--- src/rtl/shift_cmd_queue.sv ---
// Buffered command front-end for the 32-bit barrel shifter: FIFO of shift commands feeding a registered result stage.
// Optional macro SHIFT_SAT_EN forces a zero result for shift amounts of 32 or more.

module SHIFT32 (
    output logic [31:0] Y,
    input  logic [31:0] D,
    input  logic [31:0] shift,
    input  logic        LnR
);
    // Logical shift over the full 32-bit amount; amounts of 32 or more yield zero
    always_comb begin
        Y = LnR ? (D << shift) : (D >> shift);
    end
endmodule

module shift_cmd_queue #(
    parameter int unsigned DEPTH = 4,
    parameter int unsigned CNT_W = 16
) (
    input  logic                       CLK,
    input  logic                       RST,
    input  logic                       in_valid,
    output logic                       in_ready,
    input  logic [31:0]                in_data,
    input  logic [31:0]                in_shift,
    input  logic                       in_lnr,
    output logic                       out_valid,
    input  logic                       out_ready,
    output logic [31:0]                out_data,
    output logic                       out_zero,
    output logic [$clog2(DEPTH):0]     level,
    output logic [CNT_W-1:0]           done_cnt
);
    localparam int unsigned AW = $clog2(DEPTH);
    localparam int unsigned PW = AW + 1;

    logic [31:0]   mem_d     [DEPTH];
    logic [31:0]   mem_shift [DEPTH];
    logic          mem_lnr   [DEPTH];

    logic [PW-1:0] wptr;
    logic [PW-1:0] rptr;
    logic          full;
    logic          empty;
    logic          push;
    logic          load;
    logic          pop;

    logic [31:0]   head_d;
    logic [31:0]   head_shift;
    logic          head_lnr;
    logic [31:0]   y;
    logic [31:0]   res;

    // Extra pointer MSB distinguishes full from empty when the index bits match
    always_comb begin
        full     = (wptr[AW] != rptr[AW]) && (wptr[AW-1:0] == rptr[AW-1:0]);
        empty    = (wptr == rptr);
        in_ready = !full;
        level    = wptr - rptr;
        push     = in_valid && !full;
        load     = !empty && (!out_valid || out_ready);
        pop      = out_valid && out_ready;
    end

    always_comb begin
        head_d     = mem_d[rptr[AW-1:0]];
        head_shift = mem_shift[rptr[AW-1:0]];
        head_lnr   = mem_lnr[rptr[AW-1:0]];
    end

    SHIFT32 u_shift (
        .Y     (y),
        .D     (head_d),
        .shift (head_shift),
        .LnR   (head_lnr)
    );

`ifdef SHIFT_SAT_EN
    always_comb begin
        res = (head_shift[31:5] != 27'd0) ? 32'd0 : y;
    end
`else
    always_comb begin
        res = y;
    end
`endif

    // Storage array carries no reset; only pointers define valid contents
    always_ff @(posedge CLK) begin
        if (push) begin
            mem_d[wptr[AW-1:0]]     <= in_data;
            mem_shift[wptr[AW-1:0]] <= in_shift;
            mem_lnr[wptr[AW-1:0]]   <= in_lnr;
        end
    end

    always_ff @(posedge CLK or negedge RST) begin
        if (!RST) begin
            wptr      <= '0;
            rptr      <= '0;
            out_valid <= 1'b0;
            out_data  <= 32'd0;
            out_zero  <= 1'b1;
            done_cnt  <= '0;
        end else begin
            if (push) begin
                wptr <= wptr + PW'(1);
            end
            if (load) begin
                rptr      <= rptr + PW'(1);
                out_data  <= res;
                out_zero  <= (res == 32'd0);
                out_valid <= 1'b1;
            end else if (pop) begin
                out_valid <= 1'b0;
            end
            if (pop) begin
                done_cnt <= done_cnt + CNT_W'(1);
            end
        end
    end
endmodule

--- config.mk ---
export PLATFORM = sky130hd
export DESIGN_NAME = shift_cmd_queue
export DESIGN_NICKNAME = d
export VERILOG_FILES = /design/src/rtl/shift_cmd_queue.sv
export SDC_FILE = /design/constraint.sdc
export NUM_CORES = 1
export LEC_CHECK = 0
export BUFFER_PORTS_ARGS = -buffer_cell sky130_fd_sc_hd__buf_2
export CELL_PAD_IN_SITES_DETAIL_PLACEMENT = 2
export CELL_PAD_IN_SITES_GLOBAL_PLACEMENT = 2
export CORE_MARGIN = 2
export CORE_UTILIZATION = 46
export CTS_CLUSTER_SIZE = 14
export DETAILED_ROUTE_END_ITERATION = 10
export PLACE_DENSITY_LB_ADDON = 0.3
export SYNTH_ARGS = -nofsm -noshare
export SYNTH_HDL_FRONTEND = slang
export SYNTH_SLANG_ARGS = --single-unit
--- constraint.sdc ---
create_clock -name CLK -period 10.6 [get_ports CLK]
set_clock_uncertainty 0.2 [all_clocks]
set_input_delay 1.59 -clock CLK [delete_from_list [all_inputs] [get_ports CLK]]
set_output_delay 1.59 -clock CLK [all_outputs]
set_load 0.05 [all_outputs]
==> impl_metrics.yaml, run 1 <==
logic_synthesis:
  synth_ff_type: "edfxtp_1"
  yosysUniqueCellTypes: 77
  syn-instance-count: 1130
  ys_seq_area_share_pct: 61.1
  synthArstFlopShare_pct: 17.7
  syn_nets: 1208
  synth_top_cell_by_area: "edfxtp_1"
  synth_warnings: 0
  synth_edf_count: 260
  synth_seq_cells: 316
  yosys.area.top_type_share_pct: 51.8
  post_synth.cell_area_avg_sq_um: 13.3
  syn_area_sq_mm: 0.0151
  synthTopCellsByArea: "edfxtp_1 (52%), dfrtp_1 (9.1%), mux4_2 (5.7%), mux2_2 (4.3%), mux2i_1 (2.8%)"
status:
  status: "completed"
die:
  fp.dieH_um: 185
  io_pins: 123
  die_area_sq_mm: 0.0342
  rows: 66
  start_util_pct: 46.6
  die_width_um: 185
  coreArea_sq_mm: 0.0324
global_route:
  antenna_found_initial: 0
  gr-usage-all-layers_pct: 32.0
  gr-total-overflow: 0
  grt_pass1_vias: 12042
  grt_max_degree: 67
  grt_pass1_wl_um: 80600
route:
  firstDrtPassIters: 5
  vias: 11277
  wl_per_cell_um: 31.5
  ant_nets: 0
  drc: 0
  wl_um: 53700
  viasPerCell: 6.62
  drtIter0Drc: 1176
clocking:
  htree_num_levels: 2
  cts_buffers: 35
  clock_path_buffers: 3
  insertion_delay_ns: 0.53
  cts-resized-gates: 0
  clockRootBuffer: "clkbuf_16"
  clock-sinks: 316
  clk_pin_slew_ns: 0.06
  cts_setup_buffers: 0
  ctsHoldBuffers: 0
  cts_tree: "yes"
timing:
  fin_crit_sh_pct: 54.6
  rsz0062_at_grt: "no"
  setup_tns_ns: 0
  hold_violations: 0
  slew_violations: 0
  setup_violations: 0
  fmax_mhz: 173
  period_needed_ns: 5.79
  tightest_slew_ns: 1.29
  slew_headroom_pct: 11.8
critical_path:
  crit_path_end_kind: "flip-flop"
  path_max_fanout: 37
  startpoint_type: "flip-flop"
  cp.required_ns: 10.87
  arrival_ns: 6.06
  worstSetupPathType: "flip-flop to flip-flop"
final_layout:
  nets: 1312
  area_growth_pct: 14.2
  layout.cells.most_common_list: "edfxtp_1 (260), buf_2 (122), nand2_1 (95), nor2_1 (75), o22ai_1 (65)"
  n_antenna_cell: 0
  fin_area_sq_mm: 0.0172
  final_common_cell: "edfxtp_1"
  drive_above_1_share_pct: 24.7
placement:
  port_buffers: 122
  gp_congestion: 0.926
  hpwl_um: 36600
  placed_area_sq_mm: 0.0160
hold_path:
  min_path_type: "flip-flop to flip-flop"
run:
  maxCapViolCount: 0
[state kept, by name, summed over array words and instances (netlist names)]
| register | count |
|---|---|
| mem_lnr | 4 |
| wptr | 3 |
| out_zero | 1 |
| done_cnt | 16 |
| mem_shift | 128 |
| out_data | 32 |
| out_valid | 1 |
| mem_d | 128 |
| rptr | 3 |
[cell type report]
| class | instances | area [sq um] |
|---|---|---|
| Tap cell | 442 | 553 |
| Clock buffer | 44 | 973 |
| Timing Repair Buffer | 142 | 761 |
| Sequential cell | 316 | 9220 |
| Multi-Input combinational cell | 732 | 5490 |
| Fill cell | 3009 | 15200 |
| Clock inverter | 20 | 194 |
| Inverter | 7 | 26.3 |
[cell families after synthesis]
kind of cell	Yosys count	synth area share (%)
flops	316	61.1
mux	144	13.3
fa+ha+maj	9	0.797
buf+inv	82	2.65
simple gates	308	9.70
compound gates	250	11.3
xor+xnor	21	1.22
[critical path, cell delays in order (launching register included)]
cell and delay [ns]:
dfrtp_4 0.64, buf_4 0.66, mux4_2 0.60, buf_4 0.28, nand2b_1 0.92, o22ai_1 0.22
nor2_1 0.24, nor2_1 0.08, a21oi_1 0.22, a31oi_1 0.11, a2111oi_0 1.12, nor4_1 0.08
a32o_1 0.30
[cell usage after synthesis, types with 19 or more instances]
cell type and instances:
a21oi_1 21, a31oi_1 19, buf_2 22, clkbuf_1 32, dfrtp_1 55, edfxtp_1 260
mux2_2 57, mux2i_1 42, mux4_2 38, nand2_1 95, nand3_1 31, nor2_1 75
nor3_1 20, nor4_1 24, o21ai_0 51, o22ai_1 65
[final timing paths]
| check | startpoint | end | slack [ns] | depth (start not counted) |
|---|---|---|---|---|
| setup reg to reg | rptr[0] | out_zero | 4.81 | 12 |
| hold reg to reg | done_cnt[15] | done_cnt[15] | 0.27 | 1 |
| hold / removal | done_cnt[15] | done_cnt[15] | 0.27 | 1 |
| setup / recovery | rptr[0] | out_zero | 4.81 | 12 |
| max in group asynchronous | RST | rptr[0] | 8.64 | 2 |
| min in group asynchronous | RST | out_data[19] | 1.00 | 2 |
[metal layers]
layer | share of wire, % | global-route usage, % | wire [um]
met1 | 39 | 42.1 | 21200
met3 | 7.6 | 5.15 | 4090
met2 | 48 | 52.6 | 25800
met4 | 4.8 | 14.2 | 2590
met5 | 0 | 0 | 0
[through the flow]
step | cells | hold slack, ns | setup slack [ns] | utilization [%]
floorplan | 1130 | 0.262 | 6.57 | -
global placement | 1639 | 0.255 | 5.24 | 49.6
detailed placement | 1639 | 0.265 | 4.93 | 49.6
CTS | 1703 | 0.271 | 4.91 | 53.2
global route | 1703 | 0.292 | 4.38 | 53.2
finish | 1703 | 0.266 | 4.81 | 53.2
Power of run 1 is left out: the tool's default activity adds up to more than one toggle a clock period on the data nets, which glitch-free logic cannot reach.
==> run 2: changes to the inputs <==
- CORE_UTILIZATION: 46 -> 38
- clock period: 10.6 -> 5.2 ns (I/O delays scaled with it)
==> run 2 against run 1 <==
  * Die area increased by 21%
  * Maximum frequency increased by 22%
  * Highest routed layer is now met5
  * Global-route usage decreased by 5.9 points
  * Worst setup slack got worse by 4.4 ns
  * Wire length decreased by 0.93%
  * Design area increased by 1.8%
  * Register-to-register slack got worse by 4.4 ns
==> impl_metrics.yaml, run 2 (synthesis gave the netlist of run 1 again) <==
timing:
  setup_violations: 0
  tightest_slew_ns: 1.01
  slew_headroom_pct: 32.7
  hold_violations: 0
  setup_tns_ns: 0
  slew_violations: 0
  fin_crit_sh_pct: 91.4
  fmax_mhz: 210
  period_needed_ns: 4.75
  rsz0062_at_grt: "no"
die:
  rows: 72
  coreArea_sq_mm: 0.0389
  die_area_sq_mm: 0.0413
  fp.dieH_um: 203
  die_width_um: 203
  start_util_pct: 38.7
  io_pins: 123
global_route:
  grt_pass1_wl_um: 79200
  gr-usage-all-layers_pct: 26.1
  grt_max_degree: 66
  grt_pass1_vias: 11739
  gr-total-overflow: 0
  antenna_found_initial: 3
route:
  vias: 10964
  wl_um: 53200
  wl_per_cell_um: 29.5
  drtIter0Drc: 1077
  ant_nets: 0
  viasPerCell: 6.07
  drc: 0
  firstDrtPassIters: 6
final_layout:
  area_growth_pct: 16.3
  nets: 1336
  fin_area_sq_mm: 0.0175
  final_common_cell: "edfxtp_1"
  final_util_pct: 45.0
  drive_above_1_share_pct: 25.8
  layout.cells.most_common_list: "edfxtp_1 (260), buf_2 (122), nand2_1 (95), nor2_1 (75), o22ai_1 (65)"
critical_path:
  max_stage_delay_ns: 0.98
  startpoint_type: "flip-flop"
  crit_path_end_kind: "flip-flop"
  crit_top_cell: "a2111oi_2"
  arrival_ns: 5.04
  worstSetupPathType: "flip-flop to flip-flop"
  cp.required_ns: 5.49
  path_cells: "mux4_2 > buf_4 > mux2i_1 > a21oi_1 > a2111oi_2 > a2111oi_1 > a2111oi_2 > nand4_1 > nor4_1 > a32o_1"
  path_max_fanout: 34
  cpMaxStageDelayCell: "mux4_2"
  r2r_setup_slack_ns: 0.45
status:
  status: "completed"
clocking:
  cts-resized-gates: 0
  ctsHoldBuffers: 0
  clockRootBuffer: "clkbuf_16"
  clk_pin_slew_ns: 0.06
  cts_tree: "yes"
  clock_path_buffers: 3
  cts_buffers: 36
  cts_setup_buffers: 0
  clock-sinks: 316
  htree_num_levels: 2
  insertion_delay_ns: 0.56
placement:
  placed_area_sq_mm: 0.0163
  hpwl_um: 38000
  gp_congestion: 0.951
  port_buffers: 122
run:
  maxCapViolCount: 0
hold_path:
  min_path_type: "primary input to asynchronous set/reset pin"
==> run 2: worst max-delay path, delay by kind of cell, from the launching register on <==
kind	cells	cell delay, ns
AO/OA/AOI/OAI	5	1.62
buffers and inverters	1	0.40
flip-flops	1	0.63
multiplexers	2	1.32
AND/OR/NAND/NOR	2	0.50
==> run 2: area by class of cell <==
cell class                 count  area, sq um
fill                        3911        21400
sequential                   316         9220
multi-input combinational    732         5500
clock buffer                  46          991
timing repair buffer         165          946
tap                          518          648
clock inverter                20          204
inverter                       7         26.3
antenna                        1         2.50
==> run 2: stage by stage <==
step / setup WS (ns) / hold slack, ns / instances
2_1_floorplan: 1.17 / 0.262 / 1130
3_3_place_gp: 0.733 / 0.248 / 1738
3_5_place_dp: 0.518 / 0.268 / 1738
4_1_cts: 0.491 / 0.180 / 1804
5_1_grt: 0.256 / 0.217 / 1804
6_report: 0.445 / 0.161 / 1805
==> run 2: per-layer routing <==
layer,global-route usage [%],vias up,routed length [um]
met1,34.3,5649,22500
met5,0,-,11
li1,-,4748,-
met3,5.29,127,3280
met4,11.1,2,2240
met2,42.3,438,25200
==> run 2: final timing paths <==
path,cells past startpoint,from,end
min reg2reg,1,done_cnt[15],done_cnt[15]
max in group asynchronous,2,RST,rptr[0]
max reg2reg,10,rptr[0],out_zero
min in group CLK,1,in_data[23],mem_d[0][23]
max,10,rptr[0],out_zero
min,2,RST,done_cnt[12]
Power of run 2 is left out for the same reason.
==> run 3: changes to the inputs <==
- CORE_ASPECT_RATIO: unset -> 0.6
- RECOVER_POWER: unset -> 25
==> run 3 against run 2 <==
  * First-iteration DRC count rose by 26%
  * Register-to-register slack worse by 0.26 ns
  * Critical endpoint unchanged
  * Maximum frequency down 5.1%
  * Sequential share of layout area increased by 0.57 points
  * Highest routed layer is now met4
  * Count of clock-buffer cells in the layout decreased by 10
==> impl_metrics.yaml, run 3 (synthesis gave the netlist of run 1 again) <==
final_layout:
  n_antenna_cell: 0
  nets: 1340
  final_common_cell: "edfxtp_1"
  fillCellCount: 3905
  layout.cells.most_common_list: "edfxtp_1 (260), nand2_1 (95), nor2_1 (75), buf_2 (74), o22ai_1 (65)"
  drive_above_1_share_pct: 22.4
  area_growth_pct: 15.0
clocking:
  cts_buffers: 31
  cts_setup_buffers: 0
  clock-sinks: 316
  ctsHoldBuffers: 0
  clk_pin_slew_ns: 0.07
  htree_num_levels: 1
  clockRootBuffer: "clkbuf_16"
  cts-resized-gates: 0
  insertion_delay_ns: 0.59
  cts_tree: "yes"
  clock_path_buffers: 3
critical_path:
  crit_path_end_kind: "flip-flop"
  path_cells: "buf_4 > mux4_2 > nand2b_1 > o22ai_1 > nor3_1 > o31ai_1 > a2111oi_1 > a2111oi_2 > nand4_1 > nor4_1 > a32o_1"
  r2r_setup_slack_ns: 0.19
  r2r_end: "out_zero"
  path_max_fanout: 21
  ff2ff_path_depth: 11
  worstSetupPathType: "flip-flop to flip-flop"
  cp.required_ns: 5.53
  cpMaxStageDelayCell: "mux4_2"
  max_stage_delay_ns: 0.73
  startpoint_type: "flip-flop"
  r2r-start: "rptr[0]"
  arrival_ns: 5.34
timing:
  fin_crit_sh_pct: 96.4
  fmax_mhz: 200
  setup_tns_ns: 0
  tightest_slew_ns: 1.03
  slew_headroom_pct: 31.3
  setup_violations: 0
  rsz0062_at_grt: "no"
  hold_violations: 0
  slew_violations: 0
  period_needed_ns: 5.01
global_route:
  grt_max_degree: 57
  gr-usage-all-layers_pct: 27.5
  gr-total-overflow: 0
  grt_pass1_vias: 11786
  antenna_found_initial: 0
  grt_pass1_wl_um: 82700
status:
  status: "completed"
die:
  rows: 56
  die_area_sq_mm: 0.0413
  die_width_um: 261
  fp.dieH_um: 158
  coreArea_sq_mm: 0.0391
  io_pins: 123
  start_util_pct: 38.6
hold_path:
  min_path_type: "primary input to asynchronous set/reset pin"
route:
  ant_nets: 0
  firstDrtPassIters: 6
  drc: 0
  drtIter0Drc: 1356
  wl_um: 56800
  wl_per_cell_um: 31.4
  vias: 11323
  viasPerCell: 6.26
placement:
  gp_congestion: 0.986
  hpwl_um: 40800
  port_buffers: 122
run:
  maxCapViolCount: 0
==> run 3: cell types whose count changed in the layout (fill, tap and decap cells not counted), sizes merged <==
cell      delta
clkbuf      +38
buf         -39
inv          +1
diode        -1
clkinvlp     +2
clkinv       -2
==> run 3: per-stage QoR <==
stage                     cells  setup WS (ns)  hold WS (ns)  utilization [%]  area (sq um)
after floorplan            1130           1.17         0.262                -         15100
after global placement     1751          0.646         0.256             42.0         16400
after detailed placement   1751          0.474         0.266             42.0         16400
after CTS                  1808          0.410         0.178             44.5         17400
after global routing       1808          0.126         0.222             44.4         17300
final                      1808          0.190         0.148             44.4         17300
==> run 3: worst max-delay path by stage <==
stage                     slack [ns]     from           to
after floorplan                 1.17  rptr[1]  mem_d[3][0]
after global routing            0.13  rptr[0]     out_zero
after detailed placement        0.47  rptr[0]     out_zero
after global placement          0.65  rptr[0]     out_zero
after CTS                       0.41  rptr[0]     out_zero
final                           0.19  rptr[0]     out_zero
==> run 3: worst max-delay path: cells and delay by family (launching register included) <==
kind / cells / cell delay [ns]
mux: 1 / 0.73
simple gates: 4 / 1.71
compound gates: 5 / 1.42
flops: 1 / 0.54
buf+inv: 1 / 0.33
==> run 3: final cells by class <==
type,count,area [sq um],area share (%)
flip-flops and latches,316,9220,53.1
multi-input cells,732,5510,31.8
repair buffers,174,953,5.50
clock buffers,36,795,4.58
well taps,522,653,3.77
clock inverters,21,193,1.11
inverters,7,26.3,0.152
==> run 3: metal layers <==
metal	up-vias	track usage (%)	part of all wire, %
li1	4764	-	-
met1	5912	37.4	42
met2	553	43.0	45
met3	94	9.31	10
met4	0	5.84	2.1
met5	-	0	0
Power of run 3 is left out for the same reason.
